--- src/rtl/mm_st_ctx_arb.sv ---
// Purpose: per-context request FIFOs arbitrated onto one Avalon-MM master; read data routed back through an in-order tag FIFO.
// Latency: push->eligible 1 cycle; command driven combinationally from the granted FIFO head; readdatavalid->return FIFO next edge.
// Backpressure: o_req_ready low when the selected request FIFO is full (strobe dropped); i_waitrequest freezes grant and command; reads wait for a tag slot and return credit.
// Build option: define MM_ST_ARB_FIXED_PRIO_EN for fixed priority (lowest eligible ctx id wins) instead of round-robin.

`ifndef WORD_BITS
`define WORD_BITS 32
`endif
`ifndef MEM_ADDR_BITS
`define MEM_ADDR_BITS 32
`endif

// Generic show-ahead FIFO with synchronous reset.
// Latency: write visible at rd_dat the edge after wr_vld; rd_dat always shows the head.
// Backpressure: writes while full and reads while empty are ignored. Depth must be a power of two.
module mm_st_ctx_arb_fifo #(
    parameter int p_width      = 8,
    parameter int p_depth      = 8,
    parameter int p_depth_log2 = 3
) (
    input  logic               clk,
    input  logic               rst,
    input  logic               wr_vld,
    input  logic [p_width-1:0] wr_dat,
    input  logic               rd_rdy,
    output logic [p_width-1:0] rd_dat,
    output logic               empty,
    output logic               full
);
    localparam logic [p_depth_log2:0] full_cnt = (p_depth_log2+1)'(p_depth);

    logic [p_width-1:0]      mem [p_depth];
    logic [p_depth_log2-1:0] wr_ptr, rd_ptr;
    logic [p_depth_log2:0]   cnt;
    logic                    do_wr, do_rd;

    assign empty  = (cnt == '0);
    assign full   = (cnt == full_cnt);
    assign do_wr  = wr_vld & ~full;
    assign do_rd  = rd_rdy & ~empty;
    assign rd_dat = mem[rd_ptr];

    // Storage needs no reset; only the pointers define what is valid.
    always_ff @(posedge clk) begin
        if (do_wr) mem[wr_ptr] <= wr_dat;
    end

    // Pointer and occupancy tracking; pointers wrap naturally at the power-of-two depth.
    always_ff @(posedge clk) begin
        if (rst) begin
            wr_ptr <= '0;
            rd_ptr <= '0;
            cnt    <= '0;
        end else begin
            if (do_wr) wr_ptr <= wr_ptr + 1'b1;
            if (do_rd) rd_ptr <= rd_ptr + 1'b1;
            case ({do_wr, do_rd})
                2'b10:   cnt <= cnt + 1'b1;
                2'b01:   cnt <= cnt - 1'b1;
                default: ;
            endcase
        end
    end
endmodule

module mm_st_ctx_arb #(
    parameter int p_st_bits          = `WORD_BITS,
    parameter int p_addr_bits        = `MEM_ADDR_BITS,
    parameter int p_ctx_num          = 4,
    parameter int p_ctx_log2         = 2,
    parameter int p_fifo_length      = 8,
    parameter int p_fifo_length_log2 = 3,
    parameter int p_tag_length       = 8,
    parameter int p_tag_length_log2  = 3
) (
    input  logic                   clk,
    input  logic                   rst,
    input  logic [p_ctx_log2-1:0]  i_ctx_sel,
    input  logic                   i_lwst_start,
    input  logic                   i_read_req,
    input  logic                   i_write_req,
    input  logic [p_addr_bits-1:0] i_addr,
    input  logic [p_st_bits-1:0]   i_writedata,
    output logic                   o_req_ready,
    output logic [p_st_bits-1:0]   o_readdata,
    output logic                   o_valid,
    input  logic                   i_rd_ready,
    output logic                   o_write_mem_complete,
    output logic                   o_read_mem_complete,
    output logic [p_ctx_log2-1:0]  o_cmpl_ctx,
    output logic [p_addr_bits-1:0] o_addr,
    output logic [p_st_bits-1:0]   o_writedata,
    output logic                   o_read,
    output logic                   o_write,
    input  logic [p_st_bits-1:0]   i_readdata,
    input  logic                   i_readdatavalid,
    input  logic                   i_waitrequest
);
    // Request entry layout: {writedata, addr, rd}; a write is simply "not rd".
    localparam int ent_w = p_st_bits + p_addr_bits + 1;
    localparam logic [p_fifo_length_log2:0] credit_max = (p_fifo_length_log2+1)'(p_fifo_length);

    typedef enum logic {st_idle, st_hold} state_t;

    logic [p_ctx_num-1:0][ent_w-1:0]     req_head;
    logic [p_ctx_num-1:0][p_st_bits-1:0] ret_head;
    logic [p_ctx_num-1:0] req_empty, req_full, req_push, req_pop;
    logic [p_ctx_num-1:0] ret_empty, ret_full, ret_push, ret_pop;
    logic [p_ctx_num-1:0] elig;
    logic                  tag_empty, tag_full, tag_push, tag_pop;
    logic [p_ctx_log2-1:0] tag_head;
    state_t                state_q, state_d;
    logic [p_ctx_log2-1:0] grant_q, pick, cmd_ctx;
    logic                  any_elig, cmd_vld, accept, head_rd;
    logic [ent_w-1:0]      cmd_ent;

    for (genvar c = 0; c < p_ctx_num; c++) begin : g_ctx
        logic                         sel;
        logic                         rd_issue;
        // Return occupancy plus reads in flight: a read may only issue if its data has a guaranteed slot.
        logic [p_fifo_length_log2:0]  inflight;

        assign sel         = (i_ctx_sel == p_ctx_log2'(c));
        assign req_push[c] = sel & i_lwst_start & (i_read_req | i_write_req);
        assign req_pop[c]  = accept & (cmd_ctx == p_ctx_log2'(c));
        assign rd_issue    = req_pop[c] & head_rd;
        assign ret_push[c] = tag_pop & (tag_head == p_ctx_log2'(c));
        assign ret_pop[c]  = sel & i_rd_ready & ~ret_empty[c];
        assign elig[c]     = ~req_empty[c] &
                             (~req_head[c][0] | (~tag_full & ~ret_full[c] & (inflight < credit_max)));

        mm_st_ctx_arb_fifo #(
            .p_width(ent_w), .p_depth(p_fifo_length), .p_depth_log2(p_fifo_length_log2)
        ) u_req_fifo (
            .clk(clk), .rst(rst),
            .wr_vld(req_push[c]), .wr_dat({i_writedata, i_addr, i_read_req}),
            .rd_rdy(req_pop[c]), .rd_dat(req_head[c]),
            .empty(req_empty[c]), .full(req_full[c])
        );

        mm_st_ctx_arb_fifo #(
            .p_width(p_st_bits), .p_depth(p_fifo_length), .p_depth_log2(p_fifo_length_log2)
        ) u_ret_fifo (
            .clk(clk), .rst(rst),
            .wr_vld(ret_push[c]), .wr_dat(i_readdata),
            .rd_rdy(ret_pop[c]), .rd_dat(ret_head[c]),
            .empty(ret_empty[c]), .full(ret_full[c])
        );

        // Credit taken when a read is accepted, returned when its data leaves the return FIFO.
        always_ff @(posedge clk) begin
            if (rst) inflight <= '0;
            else begin
                case ({rd_issue, ret_pop[c]})
                    2'b10:   inflight <= inflight + 1'b1;
                    2'b01:   inflight <= inflight - 1'b1;
                    default: ;
                endcase
            end
        end
    end

    // In-order tag FIFO: remembers which context each outstanding read belongs to.
    mm_st_ctx_arb_fifo #(
        .p_width(p_ctx_log2), .p_depth(p_tag_length), .p_depth_log2(p_tag_length_log2)
    ) u_tag_fifo (
        .clk(clk), .rst(rst),
        .wr_vld(tag_push), .wr_dat(cmd_ctx),
        .rd_rdy(tag_pop), .rd_dat(tag_head),
        .empty(tag_empty), .full(tag_full)
    );

`ifdef MM_ST_ARB_FIXED_PRIO_EN
    // Fixed priority: scan downward so the lowest eligible id is the last writer and wins.
    always_comb begin
        pick = '0;
        for (int i = p_ctx_num - 1; i >= 0; i--) begin
            if (elig[i]) pick = p_ctx_log2'(i);
        end
    end
`else
    logic [p_ctx_log2-1:0] rr_ptr;

    // Round-robin: scan offsets downward so the nearest eligible ctx at/after the pointer wins.
    always_comb begin
        int idx;
        idx  = 0;
        pick = '0;
        for (int i = p_ctx_num - 1; i >= 0; i--) begin
            idx = int'(rr_ptr) + i;
            if (idx >= p_ctx_num) idx = idx - p_ctx_num;
            if (elig[idx]) pick = p_ctx_log2'(idx);
        end
    end

    // Pointer moves just past the context whose command was accepted.
    always_ff @(posedge clk) begin
        if (rst) rr_ptr <= '0;
        else if (accept) rr_ptr <= (cmd_ctx == p_ctx_log2'(p_ctx_num - 1)) ? '0 : cmd_ctx + 1'b1;
    end
`endif

    assign any_elig = |elig;

    // Arbiter state register; the grant is captured when a stalled command must be held.
    always_ff @(posedge clk) begin
        if (rst) state_q <= st_idle;
        else     state_q <= state_d;
    end

    // Grant capture on entry to HOLD so the command stays frozen under waitrequest.
    always_ff @(posedge clk) begin
        if (rst) grant_q <= '0;
        else if (state_q == st_idle && any_elig && i_waitrequest) grant_q <= pick;
    end

    // Next state: stall into HOLD on waitrequest, leave HOLD once the slave accepts.
    always_comb begin
        state_d = state_q;
        case (state_q)
            st_idle: if (any_elig && i_waitrequest) state_d = st_hold;
            st_hold: if (!i_waitrequest) state_d = st_idle;
            default: state_d = st_idle;
        endcase
    end

    // Command ownership: fresh pick in IDLE, captured grant in HOLD.
    always_comb begin
        cmd_vld = 1'b0;
        cmd_ctx = pick;
        case (state_q)
            st_idle: begin cmd_vld = any_elig; cmd_ctx = pick;    end
            st_hold: begin cmd_vld = 1'b1;     cmd_ctx = grant_q; end
            default: ;
        endcase
    end

    assign cmd_ent  = req_head[cmd_ctx];
    assign head_rd  = cmd_ent[0];
    assign accept   = cmd_vld & ~i_waitrequest;
    assign tag_push = accept & head_rd;
    assign tag_pop  = i_readdatavalid & ~tag_empty;

    assign o_read      = cmd_vld & head_rd;
    assign o_write     = cmd_vld & ~head_rd;
    assign o_addr      = cmd_vld ? cmd_ent[p_addr_bits:1] : '0;
    assign o_writedata = o_write ? cmd_ent[ent_w-1 -: p_st_bits] : '0;

    assign o_write_mem_complete = o_write & ~i_waitrequest;
    assign o_read_mem_complete  = tag_pop;
    assign o_cmpl_ctx           = tag_pop ? tag_head : (cmd_vld ? cmd_ctx : '0);

    assign o_req_ready = ~req_full[i_ctx_sel];
    assign o_valid     = ~ret_empty[i_ctx_sel];
    assign o_readdata  = o_valid ? ret_head[i_ctx_sel] : '0;
endmodule

--- config.mk ---
export PLATFORM = sky130hd
export DESIGN_NAME = mm_st_ctx_arb
export DESIGN_NICKNAME = d
export VERILOG_FILES = /design/src/rtl/mm_st_ctx_arb.sv
export SDC_FILE = /design/constraint.sdc
export NUM_CORES = 2
export LEC_CHECK = 0
export CORE_MARGIN = 2
export CORE_UTILIZATION = 50
export DETAILED_ROUTE_END_ITERATION = 12
export DONT_BUFFER_PORTS = 1
export GPL_TIMING_DRIVEN = 0
export HOLD_SLACK_MARGIN = 0.02
export PLACE_DENSITY = 0.62
export SETUP_SLACK_MARGIN = 0.2
export SLEW_MARGIN = 5
export SYNTH_ARGS = -nofsm -noshare
export SYNTH_HDL_FRONTEND = slang
export SYNTH_HIERARCHICAL = 1
export SYNTH_SLANG_ARGS = --single-unit
export TNS_END_PERCENT = 50
--- constraint.sdc ---
create_clock -name clk -period 24.3 [get_ports clk]
set_input_delay 4.86 -clock clk [delete_from_list [all_inputs] [get_ports clk]]
set_output_delay 4.86 -clock clk [all_outputs]
set_load 0.05 [all_outputs]
# [Word-level counts from Yosys, hierarchy flattened]
# Memories as Yosys holds them, arrays and structs flattened. A register that Yosys moved wholly into a read port is not among the register bits.
# Index checks and enable logic that the tools add are counted.
[op_classes] n_addsub=52 n_eq_ne=44 reduce_logical=29 order_cmp=14 bitwise_logic=96 muxes=88
[ops] operator="two-way mux 32 bit" n=8
[ops] operator="binary-select mux 65 bit (select 2 bit)" n=1
[ops] operator="< comparator 32 x 4 -> 1 bit (second input constant)" n=4
[ops] operator="one-hot mux 4 bit (2 select lines)" n=13
[ops] operator="two-way mux 65 bit" n=1
[ops] operator="bitwise AND 1 bit" n=64
[ops] operator="binary-select mux 32 bit (select 2 bit)" n=1
[ops] operator="adder 3 x 1 -> 3 bit (second input constant)" n=18
[ops] operator="two-way mux 3 bit" n=18
[ops] operator="adder 4 x 1 -> 4 bit (second input constant)" n=13
[ops] operator="subtractor 4 x 1 -> 4 bit (second input constant)" n=13
[ops] operator="equality test 2 bit (second input constant)" n=19
[ops] operator="equality test 4 bit (second input constant)" n=9
[ops] operator="zero test 4 bit" n=9
[ops] operator="equality test 2 x 1 -> 1 bit (second input constant)" n=16
[ops] operator="two-way mux 1 bit" n=30
[ops] operator="NOT 1 bit" n=27
[ops] operator="nonzero test 2 bit" n=13
[ops] operator="< comparator 4 bit (second input constant)" n=4
[ops] operator="two-way mux 2 bit" n=7
[ops] operator="binary-select mux 1 bit (select 2 bit)" n=6
[ops] operator="subtractor 3 x 3 -> 4 bit (second input constant)" n=3
[ops] operator=">= comparator 3 bit (second input constant)" n=3
[ops] operator="adder 2 x 2 -> 3 bit (second input constant)" n=2
[ops] operator="other kinds (11)" n=21
[totals] word_cells=366 mem_bits_rw=3120 register_bits=111 n_memories=9 in_bits=106 output_inout_bits=104
[memory_table] name="g_ctx[0].u_req_fifo.mem" words=8 width=65 rd=1 rd_clocked_by_memory_dff=1 wr=1 line_no="32" rtl="logic [p_width-1:0] mem [p_depth];"
[memory_table] name="g_ctx[1].u_req_fifo.mem" words=8 width=65 rd=1 rd_clocked_by_memory_dff=1 wr=1 line_no="32"
[memory_table] name="g_ctx[2].u_req_fifo.mem" words=8 width=65 rd=1 rd_clocked_by_memory_dff=1 wr=1 line_no="32"
[memory_table] name="g_ctx[3].u_req_fifo.mem" words=8 width=65 rd=1 rd_clocked_by_memory_dff=1 wr=1 line_no="32"
[memory_table] name="g_ctx[0].u_ret_fifo.mem" words=8 width=32 rd=1 rd_clocked_by_memory_dff=1 wr=1 line_no="32"
[memory_table] name="g_ctx[1].u_ret_fifo.mem" words=8 width=32 rd=1 rd_clocked_by_memory_dff=1 wr=1 line_no="32"
[memory_table] name="3 more memories"

# [Longest topological paths before layout]
[logic_depth] ltp_word=20 depth_mapped=24 mapped_depth_nobuf=17

# [By module]
# The synthesis kept the hierarchy.
[modules_own_cells] mod="mm_st_ctx_arb_fifo (g_ctx[0].u_req_fifo ...)" seq_area_each_um2=15875.2 area_per_inst_um2=20155.6 n_inst=4 cells_per_inst=825
[modules_own_cells] mod="mm_st_ctx_arb_fifo (g_ctx[0].u_ret_fifo ...)" seq_area_each_um2=7947.6 area_per_inst_um2=10513.8 n_inst=3 cells_per_inst=444
[modules_own_cells] mod="mm_st_ctx_arb_fifo (g_ctx[1].u_ret_fifo)" seq_area_each_um2=7947.6 area_per_inst_um2=10582.6 n_inst=1 cells_per_inst=444
[modules_own_cells] mod="mm_st_ctx_arb" seq_area_each_um2=420.4 area_per_inst_um2=5252.5 n_inst=1 cells_per_inst=690
[modules_own_cells] mod="mm_st_ctx_arb_fifo (u_tag_fifo)" seq_area_each_um2=740.7 area_per_inst_um2=1271.2 n_inst=1 cells_per_inst=95

# [Worst setup path before layout]
# Ideal clock, no wire load.
[synth_timing] path_type="input to register" start="input port i_ctx_sel[0]" end="memory g_ctx[1].u_req_fifo/mem[0][0] in the netlist's numbering, enable pin" path_stages=5 setup_ns=0.648 arrival_time_ns=12.176 path_buffers=2 slack_ns=11.475 t_required_ns=23.652 cell_sequence="clkbuf_1 clkbuf_1 nor3b_1 nand2_2 nor4_1"
[synth_between] elab_chain_len=6
[synth_rtl] element="from (decl)" line_no="78" rtl="input logic [p_ctx_log2-1:0] i_ctx_sel,"
[synth_rtl] element="equality test 2 x 1 -> 1 bit" line_no="123" rtl="assign sel = (i_ctx_sel == p_ctx_log2'(c));"
[synth_rtl] element="bitwise AND 1 bit (2 in series)" line_no="124" rtl="assign req_push[c] = sel & i_lwst_start & (i_read_req | i_write_req);"
[synth_rtl] element="via req_push[1]" line_no="107" rtl="logic [p_ctx_num-1:0] req_empty, req_full, req_push, req_pop;"
[synth_rtl] element="bitwise AND 1 bit" line_no="39" rtl="assign do_wr = wr_vld & ~full;"
[synth_rtl] element="two-way mux 1 bit" line_no="45" rtl="if (do_wr) mem[wr_ptr] <= wr_dat;"
[synth_rtl] element="two-way mux 1 bit (implied by the code)" line_no="45"
[synth_rtl] element="to (decl)" line_no="32"
# The timed path passes the listed nets, and every way through them passes these cells.

==> results.toml <==
[run_status]
status = "finished clean"

[global_routing]
grt_pass1_wl_um = 445500
grt_remaining_overflow = 0
grt.total_usage_pct = 23.42
grt_pass1_vias = 63438
grt_max_degree = 34
antenna_found_initial = 12

[yosys]
ys_seq_area_share_pct = 74.61
synth_edf_count = 3120
syn_area_per_cell_um2 = 22.06
synthesis.nets = 6029
synth_area_um2 = 129300
muxShareOfSynthArea_pct = 18.48
synth_top_cell_area_share_pct = 72.48
ys_warn_count = 6
yosys_most_used_dff = "edfxtp_1"
synth.distinct_cells = 76
synth-seq-cells = 3258
synth_compound_area_share_pct = 1.563
synthAdderAreaFrac_pct = 0.6059
synthXorXnorAreaFrac_pct = 0.5391
synth_top_family_by_area = "multiplexers"
synthSimpleGateAreaFrac_pct = 2.524
synth_top_cell_by_area = "edfxtp_1"
synth_async_sr_flop_share_pct = 0
syn_inst = 5861
yosys-top-cells-area = "edfxtp_1 (72%), mux4_2 (12%), mux2_2 (2.9%), mux4_1 (2.7%), dfxtp_1 (2.1%)"

[placed_design]
hpwl_um = 209800
gp_congestion = 0.7968
place.port_buffers = 0

[clocking]
ctsResizeCount = 0
htreeDepth = 5
clkLatencyLatePin_ps = 960
clk_pin_slew_ps = 60
cts_made_buffers = 347
clk_path_buf_depth = 4
cts_tree = "built"
cts_hold_buffers = 0
cts_setup_buffers = 0
clkSinkCount = 3258
cts-root-buf = "clkbuf_16"

[critical_path]
reg2reg_to = "g_ctx[3].u_req_fifo/cnt[3]"
worstSetupEndpoint = "o_addr[10]"
reg2regPathDepth = 21
crit_chain = "buf_2, buf_1, mux4_2, mux2_2, nor2_1, a2111oi_2, a211oi_2, buf_2, clkbuf_1, and3_1, a31oi_1, a21oi_1"
slowest_delay_ps = 1060
critPathSlowestCell = "a21oi_1"
critPathArrivalTime_ps = 7630
cp-end-kind = "output port"
r2r_slack_ps = 16210
critPathMaxFanout = 10
crit_top_cell = "buf_2"
cp.required_ps = 19440
cp-start-kind = "flip-flop"
path_class = "reg -> out"

[floorplanning]
row_count = 186
die_area_um2 = 262600
pin_count = 210
fp.coreArea_um2 = 256900
die_w_um = 512.5
initial_core_util_pct = 50.31
fp.dieH_um = 512.5

[timing]
period_minus_slack_ps = 12490
hold_viol_final = 0
slew_headroom_pct = 4.733
setup_tns_ps = 0
fin_crit_sh_pct = 51.41
skew_ps = 79.75
rsz0062_at_grt = "no"
max_freq_mhz = 80.04
finalSetupViolCount = 0
whs_ps = 463.3
worstMarginPinSlew_ps = 1416
slew_viol_final = 0

[power]
power.leakage_nw = 46.39
vdd_drop_max_mv = 0.08015
power_density_nw_per_um2 = 79.08

[detailed_routing]
vias = 61717
drc = 0
final_antenna_net_count = 0
post_drt_wl_per_cell_um = 30.27
drt_first_pass_iters = 6
drt-initial-drc-count = 5782
via_per_inst = 6.062
wirelength_um = 308200

[finish]
drive_above_1_share_pct = 31.54
num-nets-final = 6697
syn2layout_area_growth_pct = 14.60
layout_common_cells = "edfxtp_1 (3120), mux4_2 (683), clkbuf_16 (351)"
final_common_cell = "edfxtp_1"

[hold_path]
hold_class = "reg -> reg"
hp-start = "grant_q[0]"

[flow_run]
cap_violations = 0
## flip-flops by register name, summed over array words and instances (netlist names), named ones only
signal and flops:
u_tag_fifo/mem 16, g_ctx.u_req_fifo/mem 2080, g_ctx.u_req_fifo/cnt 16, grant_q 2, g_ctx.u_ret_fifo/cnt 16, u_tag_fifo/cnt 4
g_ctx.u_req_fifo/wr_ptr 12, u_tag_fifo/rd_ptr 3, u_tag_fifo/wr_ptr 3, state_q 1, g_ctx.u_req_fifo/rd_ptr 12, rr_ptr 2
g_ctx.u_ret_fifo/rd_ptr 12, g_ctx.u_ret_fifo/wr_ptr 12, g_ctx.u_ret_fifo/mem 1024, g_ctx.inflight 16
## cells by family after synthesis
logic type	Yosys count
xor gates and xnor gates	77
buffers and inverters	352
DFF	3258
and+or+nand+nor	580
adders and majority gates	62
AOI/OAI and AO/OA	288
muxes	1244
## routing by layer
layer  vias to the layer above  part of all wire, %  track usage, %
met5                         -               0.0088               0
met4                         4                  3.3           7.833
met3                       506                  6.9           4.553
met2                      2127                   50           39.13
met1                     32994                   40           30.97
li1                      26086                    -               -
## report_power, final
group          leakage (nW)  internal [mW]  switching, mW
sequential             29.2           6.17        0.00999
clock                  5.17           2.90           2.08
combinational          12.0          0.126          0.424
total                  46.4           9.20           2.52
## critical path: cells and delay by family (launching register included)
| kind | cells | cell delay [ps] |
|---|---|---|
| buffers and inverters | 4 | 2670 |
| AOI/OAI and AO/OA | 4 | 1680 |
| and+or+nand+nor | 2 | 750 |
| muxes | 2 | 990 |
| DFF | 1 | 560 |
## stage by stage
| step | total power, mW | area (um2) | setup slack, ps | std cells | utilization (%) |
|---|---|---|---|---|---|
| 2_1_floorplan | 6.662 | 129300 | 11480 | 5861 | - |
| 3_3_place_gp | 6.844 | 133500 | 582.7 | 9245 | 51.96 |
| 3_5_place_dp | 6.857 | 137500 | 11710 | 9564 | 53.52 |
| 4_1_cts | 11.81 | 148100 | 11710 | 10179 | 57.65 |
| 5_1_grt | 12.05 | 148100 | 11550 | 10180 | 57.66 |
| 6_report | 11.72 | 148100 | 11810 | 10181 | 57.66 |
## cells in the mapped netlist (17+ instances only)
cell type / number
nand2b_1: 19
nor2b_1: 77
a21oi_1: 73
xor2_1: 60
a311oi_1: 32
mux2_2: 336
buf_2: 63
and3_1: 65
nand2_1: 80
a31oi_1: 66
mux2_4: 67
mux4_1: 131
nor4_1: 17
o21ai_0: 23
a221oi_1: 32
clkbuf_1: 127
dfxtp_1: 138
ha_1: 61
buf_6: 81
nor2_1: 136
nand3b_1: 36
nand3_1: 24
mux4_2: 683
nor3_1: 50
mux2i_1: 22
inv_1: 20
edfxtp_1: 3120
buf_1: 40
## final cells by class
class	instances	area, um2
antenna	2	5.005
sequential	3258	96450
multi-input combinational	2251	31150
buffer	331	2088
clock inverter	162	1374
inverter	21	78.83
timing repair buffer	319	3507
tap	3384	4234
clock buffer	453	9246
fill	18661	108800
## worst min path at each step
stage	slack, ps	to	cells after the start
6_report	460	grant_q[0]	2
5_1_grt	500	grant_q[0]	2
4_1_cts	460	grant_q[0]	2
3_5_place_dp	450	grant_q[0]	2
3_3_place_gp	460	grant_q[0]	2
2_1_floorplan	440	grant_q[0]	2
(Power assumes the default switching activity.)
